--- src/rtl/e203_dtcm_ram_ctrl_pkg.sv ---
// Shared DTCM RAM controller definitions: power-state encoding and tie-off constants.
package e203_dtcm_ram_ctrl_pkg;

    typedef enum logic [1:0] {
        PWR_RUN   = 2'd0,
        PWR_SLEEP = 2'd1,
        PWR_WAKE  = 2'd2
    } pwr_state_t;

    localparam logic RAM_LS_OFF = 1'b0;
    localparam logic RAM_DS_TIE = 1'b0;
    localparam logic RAM_SD_TIE = 1'b0;

endpackage

--- src/rtl/e203_dtcm_rr_arb2.sv ---
// Two-way round-robin arbiter; grant is combinational, last-grant history moves only on upd.
module e203_dtcm_rr_arb2 (
    input  logic       clk,
    input  logic       rst,
    input  logic [1:0] req,
    input  logic       upd,
    output logic [1:0] gnt
);

    logic last_b;

    always_comb begin
        gnt = req;
        if (req == 2'b11) begin
            gnt = last_b ? 2'b01 : 2'b10;
        end
    end

    // Reset history to B so that A takes the first tie.
    always_ff @(posedge clk) begin
        if (rst) begin
            last_b <= 1'b1;
        end else if (upd) begin
            last_b <= gnt[1];
        end
    end

endmodule

--- src/rtl/e203_dtcm_ram_ctrl.sv ---
// Two-requester DTCM SRAM controller: 1-cycle response with 1-entry stall buffer.
// Light-sleep power FSM enabled by macro E203_DTCM_RAM_LS_EN.
module e203_dtcm_ram_ctrl #(
    parameter int AW       = 14,
    parameter int DW       = 32,
    parameter int MW       = 4,
    parameter int IDLE_CYC = 16
) (
    input  logic          clk,
    input  logic          rst,
    input  logic          a_cmd_valid,
    output logic          a_cmd_ready,
    input  logic          a_cmd_read,
    input  logic [AW-1:0] a_cmd_addr,
    input  logic [DW-1:0] a_cmd_wdata,
    input  logic [MW-1:0] a_cmd_wmask,
    output logic          a_rsp_valid,
    input  logic          a_rsp_ready,
    output logic [DW-1:0] a_rsp_rdata,
    input  logic          b_cmd_valid,
    output logic          b_cmd_ready,
    input  logic          b_cmd_read,
    input  logic [AW-1:0] b_cmd_addr,
    input  logic [DW-1:0] b_cmd_wdata,
    input  logic [MW-1:0] b_cmd_wmask,
    output logic          b_rsp_valid,
    input  logic          b_rsp_ready,
    output logic [DW-1:0] b_rsp_rdata,
    output logic          ram_cs,
    output logic          ram_we,
    output logic [AW-1:0] ram_addr,
    output logic [MW-1:0] ram_wem,
    output logic [DW-1:0] ram_din,
    input  logic [DW-1:0] ram_dout,
    output logic          ram_ls,
    output logic          ram_ds,
    output logic          ram_sd
);

    import e203_dtcm_ram_ctrl_pkg::*;

    logic [1:0]    req;
    logic [1:0]    gnt;
    logic          win_b;
    logic          win_rd;
    logic          pwr_run;
    logic          cmd_ok;
    logic          accept;

    logic          p_vld;
    logic          rsp_id;
    logic          rsp_rd;
    logic          buf_vld;
    logic [DW-1:0] buf_dat;
    logic          rsp_any;
    logic          rsp_hs;
    logic [DW-1:0] live_dat;
    logic [DW-1:0] rsp_dat;

    assign req = {b_cmd_valid, a_cmd_valid};

    e203_dtcm_rr_arb2 u_arb (
        .clk (clk),
        .rst (rst),
        .req (req),
        .upd (accept),
        .gnt (gnt)
    );

    // A response is outstanding from the cycle after accept until its handshake.
    assign rsp_any  = p_vld | buf_vld;
    assign rsp_hs   = rsp_any & (rsp_id ? b_rsp_ready : a_rsp_ready);
    assign live_dat = rsp_rd ? ram_dout : '0;
    assign rsp_dat  = buf_vld ? buf_dat : live_dat;

    assign a_rsp_valid = rsp_any & ~rsp_id;
    assign b_rsp_valid = rsp_any &  rsp_id;
    assign a_rsp_rdata = rsp_dat;
    assign b_rsp_rdata = rsp_dat;

    assign cmd_ok      = pwr_run & (~rsp_any | rsp_hs);
    assign a_cmd_ready = cmd_ok & gnt[0];
    assign b_cmd_ready = cmd_ok & gnt[1];
    assign accept      = cmd_ok & (|req);

    assign win_b    = gnt[1];
    assign win_rd   = win_b ? b_cmd_read : a_cmd_read;
    assign ram_cs   = accept;
    assign ram_we   = accept & ~win_rd;
    assign ram_addr = win_b ? b_cmd_addr  : a_cmd_addr;
    assign ram_din  = win_b ? b_cmd_wdata : a_cmd_wdata;
    assign ram_wem  = ram_we ? (win_b ? b_cmd_wmask : a_cmd_wmask) : '0;
    assign ram_ds   = RAM_DS_TIE;
    assign ram_sd   = RAM_SD_TIE;

    always_ff @(posedge clk) begin
        if (rst) begin
            p_vld   <= 1'b0;
            rsp_id  <= 1'b0;
            rsp_rd  <= 1'b0;
            buf_vld <= 1'b0;
            buf_dat <= '0;
        end else begin
            p_vld <= accept;
            if (accept) begin
                rsp_id <= win_b;
                rsp_rd <= win_rd;
            end
            // SRAM output is only valid in the response cycle; park it if stalled.
            if (p_vld && !rsp_hs) begin
                buf_vld <= 1'b1;
                buf_dat <= live_dat;
            end else if (buf_vld && rsp_hs) begin
                buf_vld <= 1'b0;
            end
        end
    end

`ifdef E203_DTCM_RAM_LS_EN
    localparam logic [7:0] IDLE_LAST = 8'(IDLE_CYC - 1);

    pwr_state_t state_q;
    pwr_state_t state_d;
    logic [7:0] cnt_q;
    logic [7:0] cnt_d;
    logic       idle;

    assign idle = ~(|req) & ~rsp_any;

    always_comb begin
        state_d = state_q;
        cnt_d   = cnt_q;
        case (state_q)
            PWR_RUN: begin
                if (!idle) begin
                    cnt_d = '0;
                end else if (cnt_q == IDLE_LAST) begin
                    cnt_d   = '0;
                    state_d = PWR_SLEEP;
                end else begin
                    cnt_d = cnt_q + 8'd1;
                end
            end
            PWR_SLEEP: begin
                if (|req) begin
                    state_d = PWR_WAKE;
                end
            end
            PWR_WAKE: begin
                state_d = PWR_RUN;
            end
            default: begin
                state_d = PWR_RUN;
                cnt_d   = '0;
            end
        endcase
    end

    always_ff @(posedge clk) begin
        if (rst) begin
            state_q <= PWR_RUN;
            cnt_q   <= '0;
        end else begin
            state_q <= state_d;
            cnt_q   <= cnt_d;
        end
    end

    assign pwr_run = (state_q == PWR_RUN);
    assign ram_ls  = (state_q == PWR_SLEEP);
`else
    logic unused_idle_cyc;

    assign unused_idle_cyc = IDLE_CYC[0];
    assign pwr_run         = 1'b1;
    assign ram_ls          = RAM_LS_OFF;
`endif

endmodule

--- config.mk ---
export PLATFORM = sky130hd
export DESIGN_NAME = e203_dtcm_ram_ctrl
export DESIGN_NICKNAME = d
export VERILOG_FILES = /design/src/rtl/e203_dtcm_ram_ctrl_pkg.sv /design/src/rtl/e203_dtcm_rr_arb2.sv /design/src/rtl/e203_dtcm_ram_ctrl.sv
export SDC_FILE = /design/constraint.sdc
export NUM_CORES = 1
export LEC_CHECK = 0
export ABC_AREA = 1
export ABC_CLOCK_PERIOD_IN_PS = 1600
export BUFFER_PORTS_ARGS = -buffer_cell sky130_fd_sc_hd__buf_2
export CAP_MARGIN = 40
export CORE_AREA = 5 5 128 69
export DETAILED_ROUTE_END_ITERATION = 8
export DIE_AREA = 0 0 133 74
export GPL_TIMING_DRIVEN = 0
export PLACE_DENSITY = 0.82
export RECOVER_POWER = 100
export SLEW_MARGIN = 20
export SYNTH_ARGS = -nofsm -noshare
export SYNTH_HDL_FRONTEND = slang
export SYNTH_SLANG_ARGS = --single-unit
--- constraint.sdc ---
create_clock -name clk -period 1.6 [get_ports clk]
set_input_delay 0.32 -clock clk [delete_from_list [all_inputs] [get_ports clk]]
set_output_delay 0.32 -clock clk [all_outputs]
set_load 0.03 [all_outputs]
==> results of run 1 <==
-- per-layer routing --
layer | vias up | track usage | wire length (µm)
met5 | - | 0 | 0
met4 | 0 | 0.145 | 1700
met3 | 171 | 0.0831 | 2160
met2 | 513 | 0.528 | 10600
met1 | 2574 | 0.347 | 7560
li1 | 2147 | - | -
-- synth_stat cells, drive strengths merged --
master,n
or2,8
dfxtp,37
buf,50
o211ai,1
clkbuf,17
nand2,238
o21ai,35
conb,1
nor2,35
inv,20
nand3,25
a21oi,30
-- worst max-delay path: stages (launching register included) --
cell and delay (ns):
dfxtp_2 0.34, nand2_4 0.11, nand2_8 0.10, inv_12 0.10, buf_8 0.12, nand2_1 0.08, nand2_1 0.09, inv_1 0.08
nor2_4 0.11, buf_6 0.13
-- registers in the layout, indices dropped and copies added, names as in the netlist --
name,cells
buf_dat,32
buf_vld,1
p_vld,1
rsp_id,1
rsp_rd,1
u_arb.last_b,1
-- logic make-up (layout without fill, tap and decap cells) --
group                  after synthesis  after routing  synth area share
other                                1              4           0.00134
and+or+nand+nor                    306            307             0.441
buffers and inverters               87            398             0.176
AOI/OAI and AO/OA                   66             66             0.119
DFF                                 37             37             0.264
-- final timing paths --
path	startpoint	end	slack [ns]
setup / recovery	u_arb.last_b	ram_wem[0]	-0.29
hold / removal	rst	rsp_id	0.30
setup reg to reg	rsp_rd	buf_dat[16]	0.08
hold reg to reg	buf_dat[11]	buf_dat[11]	0.52
-- through the flow --
stage	cell area (µm²)	TNS (ns)	hold slack [ns]
3_3_place_gp	4450	-20.15	0.453
5_1_grt	7300	-18.83	0.292
6_report	7300	-15.79	0.299
2_1_floorplan	3020	-0.717	0.389
4_1_cts	6070	-8.21	0.258
3_5_place_dp	4450	-24.41	0.460
-- repair_timing --
action                                 in CTS  in global routing
cloned                                      7                  5
buffers inserted                           16                 23
pin swaps                                  28                 47
setup endpoints to repair                 120                120
endpoints found under the hold margin       0                  0
resized for setup                         371                261
-- power by group through the flow --
stage	sequential, mW	clock [mW]	combinational, mW
after global placement	1.03	0	1.77
after detailed placement	1.04	0	1.80
after CTS	1.03	1.10	2.48
after global routing	1.04	1.18	3.28
final	1.04	1.14	3.20
after floorplan	1.03	0	1.21
-- area by class of cell --
cell class	count	area (µm²)
timing repair inverter	1	8.76
sequential	37	749
clock inverter	2	35.0
multi-input combinational	376	2740
buffer	65	782
fill	200	383
inverter	20	100
tap	100	125
antenna	1	2.50
timing repair buffer	305	2640
clock buffer	5	125
==> results.yml, run 1 <==
outcome:
  status: "complete, but fails checks"
  violations: "negative setup slack"
synthesis:
  synth-seq-cells: 37
  ys_types: 22
  synth_area_leaders: "nand2_1 (31%), dfxtp_1 (26%), buf_4 (9.4%)"
  netlist.area_leader.share: 0.314
  syn_inst: 497
  ys_seq_area_frac: 0.264
  post-synth-top-area-cell: "nand2_1"
  netlist_area_um2: 2810
  yosys_warnings: 0
  syn_area_per_cell_um2: 5.65
clock_tree:
  clk_latency_ns: 0.29
  cts.sinks: 37
  h-tree-depth: 2
  cts_buffer_depth: 2
  ctsHoldBuffers: 0
  cts-root-buf: "clkbuf_16"
  cts_tree: "done"
  clk_pin_slew_worst_paths_ns: 0.06
  cts_buffers: 5
pwr:
  clkPwrFrac: 0.212
  p_switching_mw: 2.26
  p_leak_nw: 3.74
  ir_worst_vdd_v: 0.000641
  pwr-share-seq: 0.193
  power_density_nw_per_um2: 737
  switching_share: 0.420
  fin_total_pwr_mw: 5.38
  internal_power_mw: 3.12
  p_comb_frac: 0.594
floorplanning:
  die-width_um: 133
  start_util: 0.365
  core_um2: 7680
  fp-row-count: 23
  design.die.area_um2: 9840
  die_h_um: 74
  pin_count: 263
global_routing:
  overflow: 0
  antenna_found_initial: 1
  grt_pass1_vias: 4603
  grt_pass1_wl_mm: 23.4
  grt_max_degree: 12
  grtUsageTotal: 0.300
drt:
  drt_wl_total_mm: 22.0
  remaining_drc_errors: 0
  first_pass_iters: 5
  wl_per_cell_um: 24.1
  final_antenna_net_count: 0
  vias: 5405
  vias_per_cell: 5.93
  drtIter0Drc: 472
layout:
  areaGrowthSynthToFinish_pct: 160
  final_cells: 912
  fin_nets: 951
  layout-drive-gt1-share: 0.704
  layout_commonest_cell: "buf_6"
  utilization: 0.950
  final_cell_mix: "buf_6 (169), buf_2 (142), nand2_1 (98)"
timing:
  finalCriticalPeriod_ns: 1.89
  hold_viol_final: 0
  skew_ns: 0.00486
  clock.fmax_mhz: 530
  drv_slew: 0
  worst_slack_ns: -0.286
  rsz0062_at_grt: "true"
  worstMarginPinSlew_ns: 0.528
  setup-violations-final: 119
  period_share: 1.18
  slew_headroom: 0.648
critical_path:
  end_kind: "output port"
  critPathKind: "reg2out"
  rr_worst_depth: 6
  start_kind: "register"
  cp.arrival_ns: 1.57
  worstPathMaxFanout: 5
  cp.required_ns: 1.28
min_path:
  hp-class: "in2reg"
  holdPathStages: 2
flow_run:
  drv_cap: 0
placement:
  portBuffers: 259
  hpwlAfterDp_mm: 10.6
  gp_congestion: 0.869
  place.detailed.instances: 858
  pre_cts_slack_ns: -0.393
Power figures use the tool's default switching activity.
==> run 2: changes to the inputs <==
- PLACE_DENSITY: 0.82 -> 0.92
==> run 2 against run 1 <==
The flow still finishes with violations (negative setup slack). Sequential cell count stayed put. First-iteration DRC count is 10% lower. Power decreased by 4.6%. Utilization is 6.6 points lower.
==> results.yml, run 2 (synthesis results as in run 1) <==
layout:
  fin_area_um2: 6790
  largest_reg_flops: 32
  fin_nets: 939
  layout-drive-gt1-share: 0.619
  final_cells: 900
  final_cell_mix: "nand2_1 (159), buf_6 (159), buf_2 (144)"
  areaGrowthSynthToFinish_pct: 142
  diodes: 0
  max_flop_register: "buf_dat"
clock_tree:
  cts-root-buf: "clkbuf_16"
  ctsHoldBuffers: 0
  clk_latency_ns: 0.29
  cts.sinks: 37
  clk_pin_slew_worst_paths_ns: 0.06
  cts_tree: "done"
  cts_buffer_depth: 2
  cts_buffers: 5
  h-tree-depth: 2
floorplanning:
  design.die.area_um2: 9840
  die-width_um: 133
  core_um2: 7680
  die_h_um: 74
  start_util: 0.365
  fp-row-count: 23
  pin_count: 263
critical_path:
  cp.arrival_ns: 1.47
  cp.required_ns: 1.28
  crit_start: "u_arb.last_b"
  critPathKind: "reg2out"
  r2r-start: "rsp_id"
  end_kind: "output port"
  worstPathMaxFanout: 8
  start_kind: "register"
timing:
  finalCriticalPeriod_ns: 1.79
  slew_headroom: 0.597
  setup-violations-final: 117
  rsz0062_at_grt: "true"
  worst_slack_ns: -0.190
  period_share: 1.12
  worstMarginPinSlew_ns: 0.605
  drv_slew: 0
  holdWs_ns: 0.285
  skew_ns: 0.00454
  hold_viol_final: 0
  clock.fmax_mhz: 559
global_routing:
  antenna_found_initial: 3
  overflow: 0
  grt_pass1_wl_mm: 21.3
  grt_most_used_layer: "met2"
  grtUsageTotal: 0.271
  grt_pass1_vias: 4255
  gr-usage-met1: 0.286
  grt_max_degree: 13
  grt_util_met2: 0.530
  grt.met3_usage: 0.0959
drt:
  wl_per_cell_um: 21.1
  vias_per_cell: 5.41
  drtIter0Drc: 424
  first_pass_iters: 7
  remaining_drc_errors: 0
  final_antenna_net_count: 0
  vias: 4868
  drt_wl_total_mm: 19.0
flow_run:
  drv_cap: 0
placement:
  portBuffers: 259
  gp_congestion: 0.863
  placed_cell_area_um2: 4450
  pre_cts_slack_ns: -0.324
  place.detailed.instances: 858
  hpwlAfterDp_mm: 9.67
pwr:
  ir_worst_vdd_v: 0.000499
  fin_total_pwr_mw: 5.13
  p_leak_nw: 3.51
  power_density_nw_per_um2: 755
outcome:
  violations: "negative setup slack"
  status: "complete, but fails checks"
min_path:
  min_from: "rst"
  hp-class: "in2reg"
==> run 2: cell count changes in the layout (fill, tap and decap cells not counted), sizes merged <==
cell	delta
nand2	-1
clkinvlp	+1
buf	-4
inv	-1
clkinv	-1
diode	-1
clkbuf	-5
==> run 2: final timing paths <==
path         slack [ns]           end  depth (start not counted)
min                0.29    buf_dat[9]                          2
min reg2reg        0.50  u_arb.last_b                          2
max reg2reg        0.15   buf_dat[19]                          6
max               -0.19   ram_din[13]                          8
==> run 2: layout make-up <==
class / instances / area (µm²)
flip-flops and latches: 37 / 752
multi-input cells: 375 / 2410
clock inverters: 2 / 37.5
well taps: 100 / 125
inverters: 20 / 90.1
plain buffers: 64 / 717
fillers: 334 / 892
repair buffers: 296 / 2520
clock buffers: 6 / 139
==> run 2: critical path: stages (launching register included) <==
cell,delay [ns]
dfxtp_2,0.35
nand2_2,0.07
nand2_4,0.11
inv_6,0.06
buf_4,0.15
clkbuf_16,0.15
nand2_1,0.06
nand2_1,0.07
buf_6,0.14
==> run 2: per-layer routing <==
metal | share of wire | wire length [µm]
met3 | 0.10 | 1970
met2 | 0.50 | 9560
met1 | 0.34 | 6450
met4 | 0.052 | 991
met5 | 0.0025 | 47
==> run 2: per-stage QoR <==
stage / TNS, ns / utilization
6_report: -11.96 / 0.884
5_1_grt: -16.49 / 0.884
4_1_cts: -9.18 / 0.763
3_5_place_dp: -20.24 / 0.579
3_3_place_gp: -17.39 / 0.579
2_1_floorplan: -0.717 / -
==> run 2: repair_timing <==
action                     CTS  global route
setup endpoints to repair  119           118
pin swaps                   23            38
gates cloned                 1             8
hold endpoints to repair     0             0
buffers inserted            15            13
gates resized for setup    326           192
==> run 2: power breakdown <==
group	internal [mW]	switching, mW
Sequential	0.987	0.0583
Combinational	1.28	1.61
Clock	0.778	0.411
==> run 3: changes to the inputs <==
- BUFFER_PORTS_ARGS: -buffer_cell sky130_fd_sc_hd__buf_2 -> unset
- CORE_AREA: 5 5 128 69 -> 5 5 100 102
- DIE_AREA: 0 0 133 74 -> 0 0 105 107
- DONT_BUFFER_PORTS: unset -> 1
- PLACE_DENSITY: 0.92 -> 0.55
==> run 3 against run 2 <==
The flow still finishes with violations (negative setup slack). Register-to-register slack got worse by 0.05 ns. Via count decreased by 33%. Fmax shrank 7.9%. Critical path depth did not move. Sequential cell count is the same. Sequential share of layout area up 3.9 points. Clock skew is essentially flat. Non-clock buffer count down 261. Die area grew 14%.
==> results.yml, run 3 (synthesis results as in run 1) <==
clock_tree:
  h-tree-depth: 2
  cts.sinks: 37
  cts_buffer_depth: 2
  cts-root-buf: "clkbuf_8"
  clk_latency_ns: 0.28
  clk_pin_slew_worst_paths_ns: 0.07
  cts_tree: "done"
  ctsHoldBuffers: 0
  cts_buffers: 5
critical_path:
  end_kind: "output port"
  cp.arrival_ns: 1.62
  r2r-start: "rsp_id"
  start_kind: "register"
  critPathKind: "reg2out"
  worstPathMaxFanout: 5
  cp.required_ns: 1.28
  ff2ff_setup_slack_ns: 0.10
  worstReg2RegEnd: "buf_dat[23]"
  rr_worst_depth: 8
pwr:
  p_switching_mw: 1.72
  power_density_nw_per_um2: 742
  ir_worst_vdd_v: 0.000332
  switching_share: 0.460
  pwr-share-seq: 0.276
  clkPwrFrac: 0.167
  p_comb_frac: 0.556
  internal_power_mw: 2.02
  p_leak_nw: 2.19
placement:
  gp_congestion: 0.932
  portBuffers: 0
  pre_cts_slack_ns: -0.392
  hpwlAfterDp_mm: 8.66
timing:
  finalCriticalPeriod_ns: 1.94
  hold_viol_final: 0
  setup-violations-final: 80
  rsz0062_at_grt: "true"
  drv_slew: 0
  skew_ns: 0.00498
  clock.fmax_mhz: 515
  setup-tns-final_ns: -7.92
  worst_slack_ns: -0.343
  period_share: 1.21
layout:
  layout_commonest_cell: "nand2_1"
  max_flop_register: "buf_dat"
  final_cell_mix: "nand2_1 (122), nand2_2 (55), buf_6 (44)"
  largest_reg_flops: 32
  fin_nets: 678
  areaGrowthSynthToFinish_pct: 79.4
  utilization: 0.558
  diodes: 0
  layout-drive-gt1-share: 0.505
min_path:
  worst_hold_path.endpoint: "rsp_id"
  min_from: "rst"
  holdPathStages: 1
  hp-class: "in2reg"
floorplanning:
  design.die.area_um2: 11200
  core_um2: 9020
  fp-row-count: 35
  die-width_um: 105
  die_h_um: 107
  pin_count: 263
  start_util: 0.311
global_routing:
  grt_pass1_wl_mm: 17.9
  antenna_found_initial: 0
  grt_max_degree: 12
  grtUsageTotal: 0.195
  grt_util_met2: 0.366
  grt_pass1_vias: 3288
  grt.met3_usage: 0.0590
  overflow: 0
  grt_most_used_layer: "met2"
  gr-usage-met1: 0.202
drt:
  first_pass_iters: 4
  remaining_drc_errors: 0
  drtIter0Drc: 133
  drt_wl_total_mm: 12.0
  vias_per_cell: 5.04
  vias: 3279
  final_antenna_net_count: 0
  wl_per_cell_um: 18.5
outcome:
  violations: "negative setup slack"
  status: "complete, but fails checks"
flow_run:
  drv_cap: 0
## run 3: cell count changes in the layout (fill, tap and decap cells not counted), sizes merged
cell	before	now
clkbuf	15	25
clkinv	0	2
buf	351	80
inv	20	19
bufinv	1	0
## run 3: worst max path at each step
| stage | cells after the start | startpoint | slack, ns | endpoint |
|---|---|---|---|---|
| after global placement | 5 | buf_vld | -0.38 | b_rsp_rdata[2] |
| after global routing | 8 | u_arb.last_b | -0.43 | ram_wem[2] |
| after detailed placement | 5 | buf_vld | -0.39 | b_rsp_rdata[9] |
| after floorplan | 4 | buf_vld | -0.12 | b_rsp_rdata[9] |
| final | 8 | u_arb.last_b | -0.34 | ram_wem[2] |
| after CTS | 8 | u_arb.last_b | -0.37 | ram_wem[2] |
## run 3: per-layer routing
layer,share of wire,vias up,wire length [µm]
met1,0.32,1499,3910
met2,0.56,170,6730
met3,0.087,23,1050
met4,0.029,0,355
met5,0,-,0
li1,-,1587,-
## run 3: timing repair
action / 4_1_cts / 5_1_grt
setup endpoints to repair: 120 / 115
setup buffers: 20 / 9
gates resized for setup: 233 / 132
gates cloned: 7 / 3
pin swaps: 53 / 52
## run 3: critical path, stage by stage (launching register included)
cell	delay [ns]
dfxtp_2	0.35
nand2_2	0.06
nand2_4	0.11
inv_6	0.05
nand2_2	0.05
nand2_2	0.07
nor2_4	0.27
inv_4	0.12
nor2_4	0.25
## run 3: metrics by stage
step / area [µm²] / std cells / hold slack (ns) / total power [mW]
2_1_floorplan: 3020 / 499 / 0.389 / 2.24
3_3_place_gp: 3160 / 610 / 0.391 / 2.42
3_5_place_dp: 3160 / 610 / 0.393 / 2.43
4_1_cts: 4590 / 644 / 0.0817 / 3.61
5_1_grt: 5040 / 650 / 0.0754 / 3.91
6_report: 5040 / 650 / 0.0909 / 3.73
## run 3: area by class of cell
cell class | instances | area (µm²)
timing repair buffer | 36 | 482
clock buffer | 6 | 72.6
buffer | 63 | 692
fill | 790 | 3990
multi-input combinational | 375 | 2790
inverter | 20 | 93.8
clock inverter | 2 | 10.0
tap | 111 | 139
sequential | 37 | 754
## run 3: power by group through the flow
stage | combinational [mW] | sequential (mW) | clock [mW]
final | 2.08 | 1.03 | 0.625
after CTS | 1.95 | 1.02 | 0.637
after global routing | 2.20 | 1.04 | 0.678
after detailed placement | 1.39 | 1.03 | 0
after global placement | 1.38 | 1.03 | 0
after floorplan | 1.21 | 1.03 | 0
